[src/rtl/sprite_pkg.sv]
// Shared constants for the sprite engine: command opcodes, edge modes,
// update FSM encoding and an address-width helper.
package sprite_pkg;

  localparam logic [2:0] OP_NOP       = 3'd0;
  localparam logic [2:0] OP_MOVE_ABS  = 3'd1;
  localparam logic [2:0] OP_MOVE_REL  = 3'd2;
  localparam logic [2:0] OP_SET_VEL   = 3'd3;
  localparam logic [2:0] OP_SET_COLOR = 3'd4;
  localparam logic [2:0] OP_STOP      = 3'd5;

  localparam logic [1:0] MODE_WRAP   = 2'd0;
  localparam logic [1:0] MODE_CLAMP  = 2'd1;
  localparam logic [1:0] MODE_BOUNCE = 2'd2;

  typedef enum logic [1:0] {
    ST_IDLE    = 2'd0,
    ST_PEND    = 2'd1,
    ST_UPD_CMD = 2'd2,
    ST_UPD_MOT = 2'd3
  } state_t;

  // Smallest w with 2**w >= value.
  function automatic int clog2(input int value);
    int width;
    width = 0;
    for (int i = 0; i < 31; i++) begin
      if ((32'sd1 <<< i) < value) width = i + 1;
    end
    return width;
  endfunction

endpackage

[src/rtl/sprite_edge_step.sv]
// One axis of per-frame motion: pos + vel with wrap / clamp / bounce at the
// screen edges. Purely combinational; the caller owns the registers.
module sprite_edge_step
  import sprite_pkg::*;
#(
  parameter int POS_W = 10,
  parameter int VEL_W = 5
) (
  input  logic [POS_W-1:0] pos,
  input  logic [VEL_W-1:0] vel,
  input  logic [POS_W-1:0] max_pos,
  input  logic [1:0]       mode,
  output logic [POS_W-1:0] next_pos,
  output logic [VEL_W-1:0] next_vel,
  output logic             edge_hit
);

  localparam int NW = POS_W + 2;

  logic signed [NW-1:0] sum_s;
  logic signed [NW-1:0] max_s;
  logic [POS_W-1:0]     vel_p_s;
  logic [POS_W-1:0]     sum_p_s;
  logic                 under_s;
  logic                 over_s;

  // Detect edge crossings at full signed width; form the result modulo 2**POS_W
  // (every legal result lies in [0,MAX], so the low bits are exact).
  always_comb begin
    max_s    = {2'b00, max_pos};
    sum_s    = $signed({2'b00, pos}) + $signed({{(NW-VEL_W){vel[VEL_W-1]}}, vel});
    vel_p_s  = {{(POS_W-VEL_W){vel[VEL_W-1]}}, vel};
    sum_p_s  = pos + vel_p_s;
    under_s  = sum_s[NW-1];
    over_s   = !under_s && (sum_s > max_s);
    next_pos = sum_p_s;
    next_vel = vel;
    if (under_s) begin
      case (mode)
        MODE_WRAP:   next_pos = sum_p_s + max_pos + {{(POS_W-1){1'b0}}, 1'b1};
        MODE_BOUNCE: begin
          next_pos = {POS_W{1'b0}} - sum_p_s;
          next_vel = {VEL_W{1'b0}} - vel;
        end
        default: begin
          next_pos = {POS_W{1'b0}};
          next_vel = {VEL_W{1'b0}};
        end
      endcase
    end else if (over_s) begin
      case (mode)
        MODE_WRAP:   next_pos = sum_p_s - max_pos - {{(POS_W-1){1'b0}}, 1'b1};
        MODE_BOUNCE: begin
          next_pos = (max_pos << 1) - sum_p_s;
          next_vel = {VEL_W{1'b0}} - vel;
        end
        default: begin
          next_pos = max_pos;
          next_vel = {VEL_W{1'b0}};
        end
      endcase
    end else begin
      next_pos = sum_p_s;
    end
    edge_hit = under_s | over_s;
  end

endmodule

[src/rtl/sprite_engine.sv]
// Single movable sprite: command port applied at frame start, per-frame
// velocity motion, and a 2-stage pixel pipeline against an external mask ROM.
module sprite_engine
  import sprite_pkg::*;
#(
  parameter int                 SPR_W       = 16,
  parameter int                 SPR_H       = 16,
  parameter int                 POS_W       = 10,
  parameter int                 COLOR_W     = 3,
  parameter int                 SCREEN_W    = 640,
  parameter int                 SCREEN_H    = 480,
  parameter int                 VEL_W       = 5,
  parameter logic [COLOR_W-1:0] RESET_COLOR = 3'b111
) (
  input  logic                                 Clock,
  input  logic                                 Reset,
  input  logic [POS_W-1:0]                     iColumnCount,
  input  logic [POS_W-1:0]                     iRowCount,
  input  logic                                 iFrameStart,
  input  logic                                 iEnable,
  input  logic [COLOR_W-1:0]                   iColorBack,
  input  logic [1:0]                           iMode,
  input  logic                                 iCmdValid,
  output logic                                 oCmdReady,
  input  logic [2:0]                           iCmdOp,
  input  logic [POS_W-1:0]                     iCmdX,
  input  logic [POS_W-1:0]                     iCmdY,
  input  logic [COLOR_W-1:0]                   iCmdColor,
  output logic [clog2(SPR_W*SPR_H)-1:0]        oMaskAddr,
  input  logic                                 iMask,
  output logic [COLOR_W-1:0]                   oRGB,
  output logic                                 oHit,
  output logic                                 oEdge,
  output logic [POS_W-1:0]                     oPosX,
  output logic [POS_W-1:0]                     oPosY
);

  localparam int LOG_W = clog2(SPR_W);
  localparam int LOG_H = clog2(SPR_H);
  localparam logic [POS_W-1:0] MAX_X = POS_W'(SCREEN_W - SPR_W);
  localparam logic [POS_W-1:0] MAX_Y = POS_W'(SCREEN_H - SPR_H);

  state_t               state_r, next_state_s;
  logic [POS_W-1:0]     pos_x_r, pos_y_r;
  logic [VEL_W-1:0]     vel_x_r, vel_y_r;
  logic [COLOR_W-1:0]   color_r;
  logic [2:0]           pend_op_r;
  logic [POS_W-1:0]     pend_x_r, pend_y_r;
  logic [COLOR_W-1:0]   pend_color_r;
  logic                 ready_r, edge_r;
  logic [POS_W-1:0]     mot_x_s, mot_y_s;
  logic [VEL_W-1:0]     mot_vx_s, mot_vy_s;
  logic                 edge_x_s, edge_y_s;
  logic [POS_W-1:0]     dx_s, dy_s;
  logic                 inside_s, inside_r, hit_r;
  logic [COLOR_W-1:0]   color_q_r, back_r, rgb_r;

  // Relative move saturated to [0,m] independent of the edge mode.
  function automatic logic [POS_W-1:0] sat_rel(input logic [POS_W-1:0] p,
                                               input logic [POS_W-1:0] d,
                                               input logic [POS_W-1:0] m);
    logic signed [POS_W+1:0] s;
    s = $signed({2'b00, p}) + $signed({{2{d[POS_W-1]}}, d});
    if (s[POS_W+1])                    return {POS_W{1'b0}};
    else if (s > $signed({2'b00, m}))  return m;
    else                               return s[POS_W-1:0];
  endfunction

  sprite_edge_step #(.POS_W(POS_W), .VEL_W(VEL_W)) u_step_x (
    .pos(pos_x_r), .vel(vel_x_r), .max_pos(MAX_X), .mode(iMode),
    .next_pos(mot_x_s), .next_vel(mot_vx_s), .edge_hit(edge_x_s)
  );

  sprite_edge_step #(.POS_W(POS_W), .VEL_W(VEL_W)) u_step_y (
    .pos(pos_y_r), .vel(vel_y_r), .max_pos(MAX_Y), .mode(iMode),
    .next_pos(mot_y_s), .next_vel(mot_vy_s), .edge_hit(edge_y_s)
  );

  // Update FSM state register.
  always_ff @(posedge Clock or negedge Reset) begin
    if (!Reset) state_r <= ST_IDLE;
    else        state_r <= next_state_s;
  end

  // Next-state logic; a command takes priority over a simultaneous frame start.
  always_comb begin
    next_state_s = state_r;
    case (state_r)
      ST_IDLE: begin
        if (iCmdValid)        next_state_s = ST_PEND;
        else if (iFrameStart) next_state_s = ST_UPD_MOT;
        else                  next_state_s = ST_IDLE;
      end
      ST_PEND: begin
        if (iFrameStart) next_state_s = ST_UPD_CMD;
        else             next_state_s = ST_PEND;
      end
      ST_UPD_CMD: next_state_s = ST_UPD_MOT;
      ST_UPD_MOT: next_state_s = ST_IDLE;
      default:    next_state_s = ST_IDLE;
    endcase
  end

  // Command capture, command apply and motion update of the sprite state.
  always_ff @(posedge Clock or negedge Reset) begin
    if (!Reset) begin
      pos_x_r      <= {POS_W{1'b0}};
      pos_y_r      <= {POS_W{1'b0}};
      vel_x_r      <= {VEL_W{1'b0}};
      vel_y_r      <= {VEL_W{1'b0}};
      color_r      <= RESET_COLOR;
      pend_op_r    <= OP_NOP;
      pend_x_r     <= {POS_W{1'b0}};
      pend_y_r     <= {POS_W{1'b0}};
      pend_color_r <= {COLOR_W{1'b0}};
      ready_r      <= 1'b1;
      edge_r       <= 1'b0;
    end else begin
      ready_r <= (next_state_s == ST_IDLE);
      edge_r  <= 1'b0;
      case (state_r)
        ST_IDLE: begin
          if (iCmdValid) begin
            pend_op_r    <= iCmdOp;
            pend_x_r     <= iCmdX;
            pend_y_r     <= iCmdY;
            pend_color_r <= iCmdColor;
          end
        end
        ST_UPD_CMD: begin
          case (pend_op_r)
            OP_MOVE_ABS: begin
              pos_x_r <= (pend_x_r > MAX_X) ? MAX_X : pend_x_r;
              pos_y_r <= (pend_y_r > MAX_Y) ? MAX_Y : pend_y_r;
            end
            OP_MOVE_REL: begin
              pos_x_r <= sat_rel(pos_x_r, pend_x_r, MAX_X);
              pos_y_r <= sat_rel(pos_y_r, pend_y_r, MAX_Y);
            end
            OP_SET_VEL: begin
              vel_x_r <= pend_x_r[VEL_W-1:0];
              vel_y_r <= pend_y_r[VEL_W-1:0];
            end
            OP_SET_COLOR: color_r <= pend_color_r;
            OP_STOP: begin
              vel_x_r <= {VEL_W{1'b0}};
              vel_y_r <= {VEL_W{1'b0}};
            end
            default: pend_op_r <= OP_NOP;
          endcase
        end
        ST_UPD_MOT: begin
          pos_x_r <= mot_x_s;
          pos_y_r <= mot_y_s;
          vel_x_r <= mot_vx_s;
          vel_y_r <= mot_vy_s;
          edge_r  <= edge_x_s | edge_y_s;
        end
        default: edge_r <= 1'b0;
      endcase
    end
  end

  // Sprite-relative offsets; unsigned wrap turns left/top misses into large values.
  always_comb begin
    dx_s      = iColumnCount - pos_x_r;
    dy_s      = iRowCount - pos_y_r;
    inside_s  = iEnable && (dx_s < POS_W'(SPR_W)) && (dy_s < POS_W'(SPR_H));
    oMaskAddr = {dy_s[LOG_H-1:0], dx_s[LOG_W-1:0]};
  end

  // Two-stage pixel pipeline aligned with the one-cycle mask ROM read.
  always_ff @(posedge Clock or negedge Reset) begin
    if (!Reset) begin
      inside_r  <= 1'b0;
      color_q_r <= {COLOR_W{1'b0}};
      back_r    <= {COLOR_W{1'b0}};
      rgb_r     <= {COLOR_W{1'b0}};
      hit_r     <= 1'b0;
    end else begin
      inside_r  <= inside_s;
      color_q_r <= color_r;
      back_r    <= iColorBack;
      rgb_r     <= (inside_r && iMask) ? color_q_r : back_r;
      hit_r     <= inside_r && iMask;
    end
  end

  assign oCmdReady = ready_r;
  assign oEdge     = edge_r;
  assign oRGB      = rgb_r;
  assign oHit      = hit_r;
  assign oPosX     = pos_x_r;
  assign oPosY     = pos_y_r;

endmodule

[config.mk]
export PLATFORM = sky130hd
export DESIGN_NAME = sprite_engine
export DESIGN_NICKNAME = d
export VERILOG_FILES = /design/src/rtl/sprite_pkg.sv /design/src/rtl/sprite_edge_step.sv /design/src/rtl/sprite_engine.sv
export SDC_FILE = /design/constraint.sdc
export NUM_CORES = 1
export LEC_CHECK = 0
export CELL_PAD_IN_SITES_DETAIL_PLACEMENT = 1
export CELL_PAD_IN_SITES_GLOBAL_PLACEMENT = 1
export CORE_ASPECT_RATIO = 1.75
export CORE_MARGIN = 5
export CORE_UTILIZATION = 44
export DETAILED_ROUTE_END_ITERATION = 7
export GPL_TIMING_DRIVEN = 0
export PLACE_DENSITY = 0.95
export SYNTH_ARGS = -nofsm -noshare
export SYNTH_HDL_FRONTEND = slang
export SYNTH_SLANG_ARGS = --single-unit
[constraint.sdc]
create_clock -name Clock -period 4.2 [get_ports Clock]
set_clock_uncertainty 0.1 [all_clocks]
set_input_delay 0.42 -clock Clock [delete_from_list [all_inputs] [get_ports Clock]]
set_output_delay 0.42 -clock Clock [all_outputs]
set_load 0.05 [all_outputs]
## After elaboration in Yosys (flattened, before gate mapping)

Cells that the tools add are included.
W data, S select, Z words.

| word-level totals | value |
|---|---|
| flip-flop bits (word level) | 74 |
| input port bits | 57 |

| operators by class | value |
|---|---|
| $add $sub $neg | 22 |
| order comparisons | 8 |
| equal/unequal tests | 15 |
| mux-type cells | 37 |
| bitwise gates (word level) | 3 |
| reduce and logical (&&, ||, !) cells | 19 |

Operator list:

| kind | number |
|---|---|
| $pmux W10 S2 | 8 |
| $mux W10 | 10 |
| $pmux W5 S2 | 6 |
| $add A11 B10 Y12 | 2 |
| $add A11 B5 Y12 | 2 |
| $gt A12 B10 Y1 const B | 2 |
| $gt A12 B11 Y1 const B | 2 |
| $add A10 B1 Y10 const B | 2 |
| $add A10 B10 Y10 | 2 |
| $lt A10 B5 Y1 const B | 2 |
| $mux W5 | 4 |
| $sub A1 B10 Y10 const A | 2 |
| $sub A10 B1 Y10 const B | 2 |
| $sub A10 B10 Y10 | 2 |
| $ne A3 B1 Y1 const B | 4 |
| $add A10 B10 Y10 const B | 1 |
| $add A10 B9 Y10 const B | 1 |
| $gt A10 B10 Y1 const B | 1 |
| $gt A10 B9 Y1 const B | 1 |
| $sub A1 B5 Y5 const A | 2 |
| $sub A10 B10 Y10 const A | 1 |
| $sub A10 B10 Y10 const B | 1 |
| $sub A10 B9 Y10 const B | 1 |
| $sub A8 B10 Y10 const A | 1 |
| other kinds (19) | 42 |

## Depth between registers and ports, before layout

Gate-level depths: netlist (run 1).

| depth | value |
|---|---|
| depth in word-level cells | 7 |
| depth in mapped cells | 13 |
| depth with buffers taken out | 13 |

## Cells and area by module

Synthesis (run 1) repeated with hierarchy kept, for this count alone.

| unflattened totals | value |
|---|---|
| cell total of the unflattened synthesis | 1,298 |
| area total of the unflattened synthesis | 10,304.9 µm² |

By module, submodules not included:

| module | instances | cells an instance | area an instance (µm²) | seq. area each (µm²) |
|---|---|---|---|---|
| sprite_engine | 1 | 589 | 5,308.8 | 1,856.8 |
| sprite_edge_step (u_step_x) | 1 | 363 | 2,521.2 | 0.0 |
| sprite_edge_step (u_step_y) | 1 | 346 | 2,474.9 | 0.0 |

## Worst setup path after synthesis (run 1)

Ideal clock, no wire load.

| path | value |
|---|---|
| path type | flip-flop to flip-flop |
| start point | register pos_y_r[1] (netlist: oPosY[1]) |
| end point | register pos_y_r[5] (netlist: oPosY[5]) |
| library setup time | 0.136 ns |
| arrival time | 3.429 ns |
| slack | 0.535 ns |
| stages on the path, launching flop included | 12 |
| buffers on the path | 0 |
| period minus slack after synthesis | 3.665 ns |
| cells stage by stage | dfrtp_1 inv_1 fa_1 xnor2_1 nand2b_1 o21bai_2 a21oi_1 o41ai_2 a21oi_1 a21o_1 a2111oi_0 nor3b_1 |

| between the ends | value |
|---|---|
| word-level cells in the longest chain between the ends | 7 |
| elaborated cells between the ends (all ways) | 21 |

Ends and longest elaborated chain:

| element | RTL line | source |
|---|---|---|
| start, declared | sprite_engine.sv:44 | `logic [POS_W-1:0] pos_x_r, pos_y_r;` |
| start signal, assigned | sprite_engine.sv:108 | `pos_y_r <= {POS_W{1'b0}};` |
| start signal, assigned | sprite_engine.sv:134 | `pos_y_r <= (pend_y_r > MAX_Y) ? MAX_Y : pend_y_r;` |
| start signal, assigned | sprite_engine.sv:138 | `pos_y_r <= sat_rel(pos_y_r, pend_y_r, MAX_Y);` |
| $add A10 B10 Y10 | sprite_edge_step.sv:33 | `sum_p_s = pos + vel_p_s;` |
| $sub A10 B9 Y10 | sprite_edge_step.sv:52 | `MODE_WRAP: next_pos = sum_p_s - max_pos - {{(POS_W-1){1'b0}}, 1'b1};` |
| $sub A10 B1 Y10 | sprite_edge_step.sv:52 |  |
| $pmux W10 S2 | sprite_edge_step.sv:51 | `case (mode)` |
| $mux W10 | sprite_edge_step.sv:50 | `end else if (over_s) begin` |
| $mux W10 | sprite_edge_step.sv:38 | `if (under_s) begin` |
| $pmux W10 S2 * | sprite_engine.sv:121 | `case (state_r)` |

Every way passes the cells marked *; elsewhere a longest branch is shown, timed or not.
A chain may end at the register's enable or synchronous reset.

## Worst setup path after layout (run 1)

| path | value |
|---|---|
| start point | register pos_y_r[0] (netlist: oPosY[0]) |
| end point | register pos_y_r[2] (netlist: oPosY[2]) |

Same word-level chain as after synthesis.

==> reports/metrics.yaml, run 1 <==
cp.required_ns: 4.30
fin_nets: 1184
drt_wl_total_um: 32500
path_clk_slew_ns: 0.07
drt.antenna.violating_nets: 0
core_um2: 17500
ys_warn_count: 0
layout_common_cells: "89 x clkdlybuf4s50_1, 81 x nor2_1, 77 x a21oi_1, 74 x o21ai_0, 69 x dfrtp_1"
hold_depth: 0
status: "complete, no violations"
r2r_slack_ns: 0.07
port_buffers: 90
hold_slack_ns: 0.297
gp_congestion: 0.939
cts_buffer_depth: 2
cts_tree: "done"
rsz0062_at_grt: "false"
dp_hpwl_um: 23800
dieArea_um2: 20800
grt_pass1_wl_um: 50600
syn-num-nets: 1081
register_area_um2: 1860
fin_util_pct: 54.7
viasPerCell: 6.75
h-tree-depth: 3
achievable-frequency_mhz: 242
grt_max_degree: 52
ios: 91
via_count: 8696
cts_sinks: 74
multi_input_area_um2: 5750
cap_violations: 0
numCtsBuffers: 9
crit_path_start_kind: "register"
min_from: "color_r[1]$_DFFE_PN1P_"
endpoint_kind: "register"
root_buffer: "clkbuf_16"
synth.cell_area_um2: 7870
dp_cells: 1272
hold_end: "color_q_r[1]$_DFF_PN0_"
reg2reg_from: "oPosY[0]$_DFFE_PN0P_"
totalNegativeSetupSlack_ns: 0
areaGrowthSynthToFinish_pct: 21.9
drtIter0Drc: 606
finalCritPeriodShare_pct: 98.2
nFillCells: 2057
reg2reg_to: "oPosY[2]$_DFFE_PN0P_"
chipHeight_um: 187
grt-ovfl-total: 0
setup_violations: 0
crit_type: "register to register"
instances_no_fill: 1289
worstMarginPinSlew_ns: 1.18
drc: 0
syn-mean-instance-area_um2: 8.28
routedWlPerCell_um: 25.2
drive_gt1_share_pct: 9.55
synth_edf_count: 0
antenna_found_initial: 0
syn_inst: 950
hold_path_class: "register to register"
antenna_cells: 0
die_width_um: 111
yosysSeqAreaShare_pct: 23.6
path_max_fanout: 6
finalHoldViolations: 0
finalCriticalPeriod_ns: 4.13
grt_util_all_layers_pct: 30.4
r2r_cells: 11
clk_latency_ns: 0.36
drv_slew: 0
async_flop_share_pct: 100
grt_pass1_vias: 9438
cp_data_arrival_time_ns: 4.22
final_common_cell: "clkdlybuf4s50_1"
relSlewSlack_pct: 20.6
detail_route.first_pass.iterations: 8
synth_seq_cells: 74
synth.distinct_cells: 84
rows: 64
synthFlopType: "dfrtp_1"
initial_utilization_pct: 44.9
registers in the layout, summed over array words and instances (netlist names):
signal / cells
oPosX: 10
color_r: 3
oEdge: 1
oPosY: 10
back_r: 3
oHit: 1
pend_y_r: 10
oCmdReady: 1
pend_x_r: 10
color_q_r: 3
oRGB: 3
inside_r: 1
vel_x_r: 5
pend_op_r: 3
vel_y_r: 5
state_r: 2
pend_color_r: 3
per-stage QoR:
stage / cell area, um2 / worst slack, ns
global placement: 9060 / -0.183
detailed placement: 9080 / -0.233
floorplan: 7870 / 0.535
finish: 9590 / 0.0749
global route: 9590 / 0.000489
CTS: 9520 / 0.00270
critical path: stages (launching register included):
cell	delay, ns
dfrtp_1	0.46
ha_1	0.27
inv_1	0.08
fa_1	0.23
nand2b_1	0.28
a211oi_4	0.12
or2_2	0.33
o311ai_2	0.68
o41ai_4	0.18
a21oi_1	0.53
a22oi_1	0.23
o211ai_1	0.48
synthesized netlist by cell type, drive strengths merged, types with 10 or more instances:
cell	n	area [um2]
a31oi	16	100
xor2	26	235
nor2	82	308
buf	11	76.3
and2	10	62.6
o21ai	82	418
xnor2	35	307
nand2	59	221
nand3	19	95.1
inv	53	199
a21o	17	128
mux2	30	338
dfrtp	70	1750
a21oi	79	399
nor3	28	145
clkbuf	23	86.3
nor4	10	62.6
a211oi	20	150
ha	68	851
a221oi	11	114
o21a	11	82.6
cell families (layout without fill, tap and decap cells):
kind of cell,after synthesis,after routing,share of synthesized area [%]
XOR/XNOR,61,61,6.88
buffers and inverters,88,196,4.64
AO/OA/AOI/OAI,355,355,31.7
AND/OR/NAND/NOR,265,265,16.2
multiplexers,33,33,4.67
adder cells (fa/ha/maj),74,74,12.3
flip-flops,74,74,23.6
layout make-up:
type	instances	area share [%]
clock inverter	7	1.72
buffer	34	1.70
multi-input combinational	788	60.0
clock buffer	9	2.35
timing repair buffer	92	9.76
inverter	54	2.11
tap	231	3.01
sequential	74	19.4
timing repair:
action / CTS / global route
pin swaps: 0 / 0
setup buffers: 0 / 0
hold buffers: 1 / 0
gates resized for setup: 6 / 14
hold endpoints to repair: 20 / 0
endpoints found under the setup margin: 4 / 22
layer usage:
layer	vias up	global-route usage (%)	part of all wire (%)
met5	-	0	0
met4	0	23.0	9.1
met3	188	4.86	5.5
met2	442	55.4	51
met1	4273	30.4	34
li1	3793	-	-
worst max path at each step:
stage	from	to	slack, ns
final	oPosY[0]$_DFFE_PN0P_	oPosY[2]$_DFFE_PN0P_	0.07
after CTS	oPosY[1]$_DFFE_PN0P_	oPosY[5]$_DFFE_PN0P_	0.003
after global routing	vel_y_r[4]$_DFFE_PN0P_	oPosY[4]$_DFFE_PN0P_	0.0005
after floorplan	oPosY[1]$_DFFE_PN0P_	oPosY[5]$_DFFE_PN0P_	0.54
after detailed placement	oPosY[1]$_DFFE_PN0P_	oPosY[5]$_DFFE_PN0P_	-0.23
after global placement	oPosY[1]$_DFFE_PN0P_	oPosY[5]$_DFFE_PN0P_	-0.18
Power of run 1 is not shown: default switching activity piles up to over one toggle a cycle in this logic, so the estimate is an artifact.
==> run 2: changes to the inputs <==
CTS_BUF_LIST = sky130_fd_sc_hd__clkbuf_16   (was not set)
==> results of run 2 <==
Final layout, timing and power as in run 1 (identical DEF).
Power of run 2 is left out for the same reason.
==> run 3: changes to the inputs <==
RECOVER_POWER = 100   (was not set)
SKIP_LAST_GASP = 1   (was not set)
==> run 3 against run 2 <==
  * Final area decreased by 0.34%
  * Via count is 0.43% lower
  * Global-route usage unchanged
  * Non-clock buffer count stayed put
  * Worst setup slack gained 0.065 ns
  * Critical endpoint unchanged
  * Sequential share of layout area up 0.066 points
  * Core utilization shrank 0.19 points
  * Routed wire length about the same
  * Die area did not move
  * Flip-flop and latch count stayed put
==> reports/metrics.yaml, run 3 (synthesis gave the netlist of run 1 again) <==
dp_hpwl_um: 23800  # unchanged
relSlewSlack_pct: 4.95  # -16 points
cap_violations: 0  # unchanged
layout_common_cells: "81 x nor2_1, 77 x a21oi_1, 74 x o21ai_0, 69 x dfrtp_1, 68 x ha_1"
grt_max_degree: 52  # unchanged
r2r_slack_ns: 0.14  # +0.06 ns
reg2reg_from: "oPosY[0]$_DFFE_PN0P_"
nFillCells: 2062  # +0.24%
grt_pass1_vias: 9438  # unchanged
detail_route.first_pass.iterations: 5  # -3
ios: 91  # unchanged
grt-ovfl-total: 0  # unchanged
finalCriticalPeriod_ns: 4.06  # -0.0646 ns
cts_sinks: 74  # unchanged
r2r_cells: 11  # unchanged
register_area_um2: 1860  # unchanged
grt_pass1_wl_um: 50600  # unchanged
final_common_cell: "nor2_1"
drt_wl_total_um: 32500  # about the same
gp_congestion: 0.939  # unchanged
cp.required_ns: 4.30  # about the same
crit_path_start_kind: "register"
worstSetupStartpoint: "oPosY[0]$_DFFE_PN0P_"
hold_path_class: "register to register"
chipHeight_um: 187  # unchanged
core_um2: 17500  # unchanged
path_clk_slew_ns: 0.07  # about the same
cts_buffer_depth: 2  # unchanged
cp_data_arrival_time_ns: 4.16  # -0.06 ns
antenna_found_initial: 0  # unchanged
drc: 0  # unchanged
multi_input_area_um2: 5750  # -0.11%
port_buffers: 90  # unchanged
drive_gt1_share_pct: 8.98  # -0.57 points
via_count: 8659  # -0.43%
areaGrowthSynthToFinish_pct: 21.4
endpoint_kind: "register"
initial_utilization_pct: 44.9  # unchanged
routedWlPerCell_um: 25.2  # about the same
drt.antenna.violating_nets: 0  # unchanged
drtIter0Drc: 628  # +3.6%
finalCritPeriodShare_pct: 96.7  # -1.5 points
status: "complete, no violations"
achievable-frequency_mhz: 246  # +1.6%
drv_slew: 0  # unchanged
die_width_um: 111  # unchanged
endpoint: "oPosY[2]$_DFFE_PN0P_"
finalHoldViolations: 0  # unchanged
hold_slack_ns: 0.295  # -0.00190 ns
antenna_cells: 0  # unchanged
rows: 64  # unchanged
h-tree-depth: 3  # unchanged
worstMarginPinSlew_ns: 1.43  # +0.241 ns
setup_violations: 0  # unchanged
dieArea_um2: 20800  # unchanged
reg2reg_to: "oPosY[2]$_DFFE_PN0P_"
clk_latency_ns: 0.36  # about the same
rsz0062_at_grt: "false"
root_buffer: "clkbuf_16"
grt_util_all_layers_pct: 30.4  # unchanged
cts_tree: "done"
path_max_fanout: 6  # unchanged
numCtsBuffers: 9  # unchanged
fin_nets: 1184  # unchanged
viasPerCell: 6.72  # -0.43%
crit_type: "register to register"
min_from: "color_r[1]$_DFFE_PN1P_"
## run 3: changes by cell type in the layout (fill, tap and decap cells not counted), moves of 2 or more
cell,before,now
and2_1,10,8
clkdlybuf4s50_1,89,50
dlygate4sd3_1,1,40
and2_0,0,2
mux2_2,30,27
mux2_1,0,3
## run 3: final cells by class
| type | instances | share of cell area [%] |
|---|---|---|
| multi-input cells | 788 | 60.1 |
| flip-flops and latches | 74 | 19.4 |
| repair buffers | 92 | 9.52 |
| well taps | 231 | 3.02 |
| clock buffers | 9 | 2.36 |
| inverters | 54 | 2.12 |
| clock inverters | 7 | 1.73 |
| plain buffers | 34 | 1.70 |
## run 3: worst min-delay path by stage
stage	end	slack, ns	cells after the start
5_1_grt	color_q_r[2]$_DFF_PN0_	0.31	0
3_3_place_gp	color_q_r[0]$_DFF_PN0_	0.29	0
6_report	color_q_r[1]$_DFF_PN0_	0.30	0
4_1_cts	color_q_r[2]$_DFF_PN0_	0.30	0
3_5_place_dp	color_q_r[2]$_DFF_PN0_	0.25	1
2_1_floorplan	back_r[0]$_DFF_PN0_	0.02	0
## run 3: critical path: stages (launching register included)
cell and delay (ns):
dfrtp_1 0.46, ha_1 0.27, inv_1 0.08, fa_1 0.23, nand2b_1 0.28, a211oi_4 0.12, or2_2 0.33, o311ai_2 0.65
o41ai_4 0.18, a21oi_1 0.52, a22oi_1 0.23, o211ai_1 0.45
## run 3: routing by layer
layer / vias to the layer above / GRT usage (%) / part of all wire, % / wire length, um
met5: - / 0 / 0 / 0
met2: 390 / 55.4 / 52 / 16800
met1: 4301 / 30.4 / 35 / 11200
li1: 3792 / - / - / -
met3: 176 / 4.86 / 4.8 / 1560
met4: 0 / 23.0 / 8.8 / 2870
## run 3: stage by stage
stage | util (%) | setup TNS, ns | setup slack, ns | cell area (um2) | cells
after floorplan | - | 0 | 0.535 | 7870 | 950
after global placement | 51.7 | -0.241 | -0.183 | 9060 | 1271
after detailed placement | 51.8 | -0.348 | -0.233 | 9080 | 1272
after CTS | 54.3 | 0 | 0.00270 | 9520 | 1289
after global routing | 54.5 | 0 | 0.00842 | 9560 | 1289
final | 54.5 | 0 | 0.139 | 9560 | 1289
## run 3: timing repair
action / 4_1_cts / 5_1_grt
gates cloned: 0 / 0
hold endpoints to repair: 20 / 0
pin swaps: 0 / 0
hold buffers: 1 / 0
gates resized for setup: 6 / 14
endpoints found under the setup margin: 4 / 22
buffers inserted: 0 / 0
Power of run 3 is left out for the same reason.
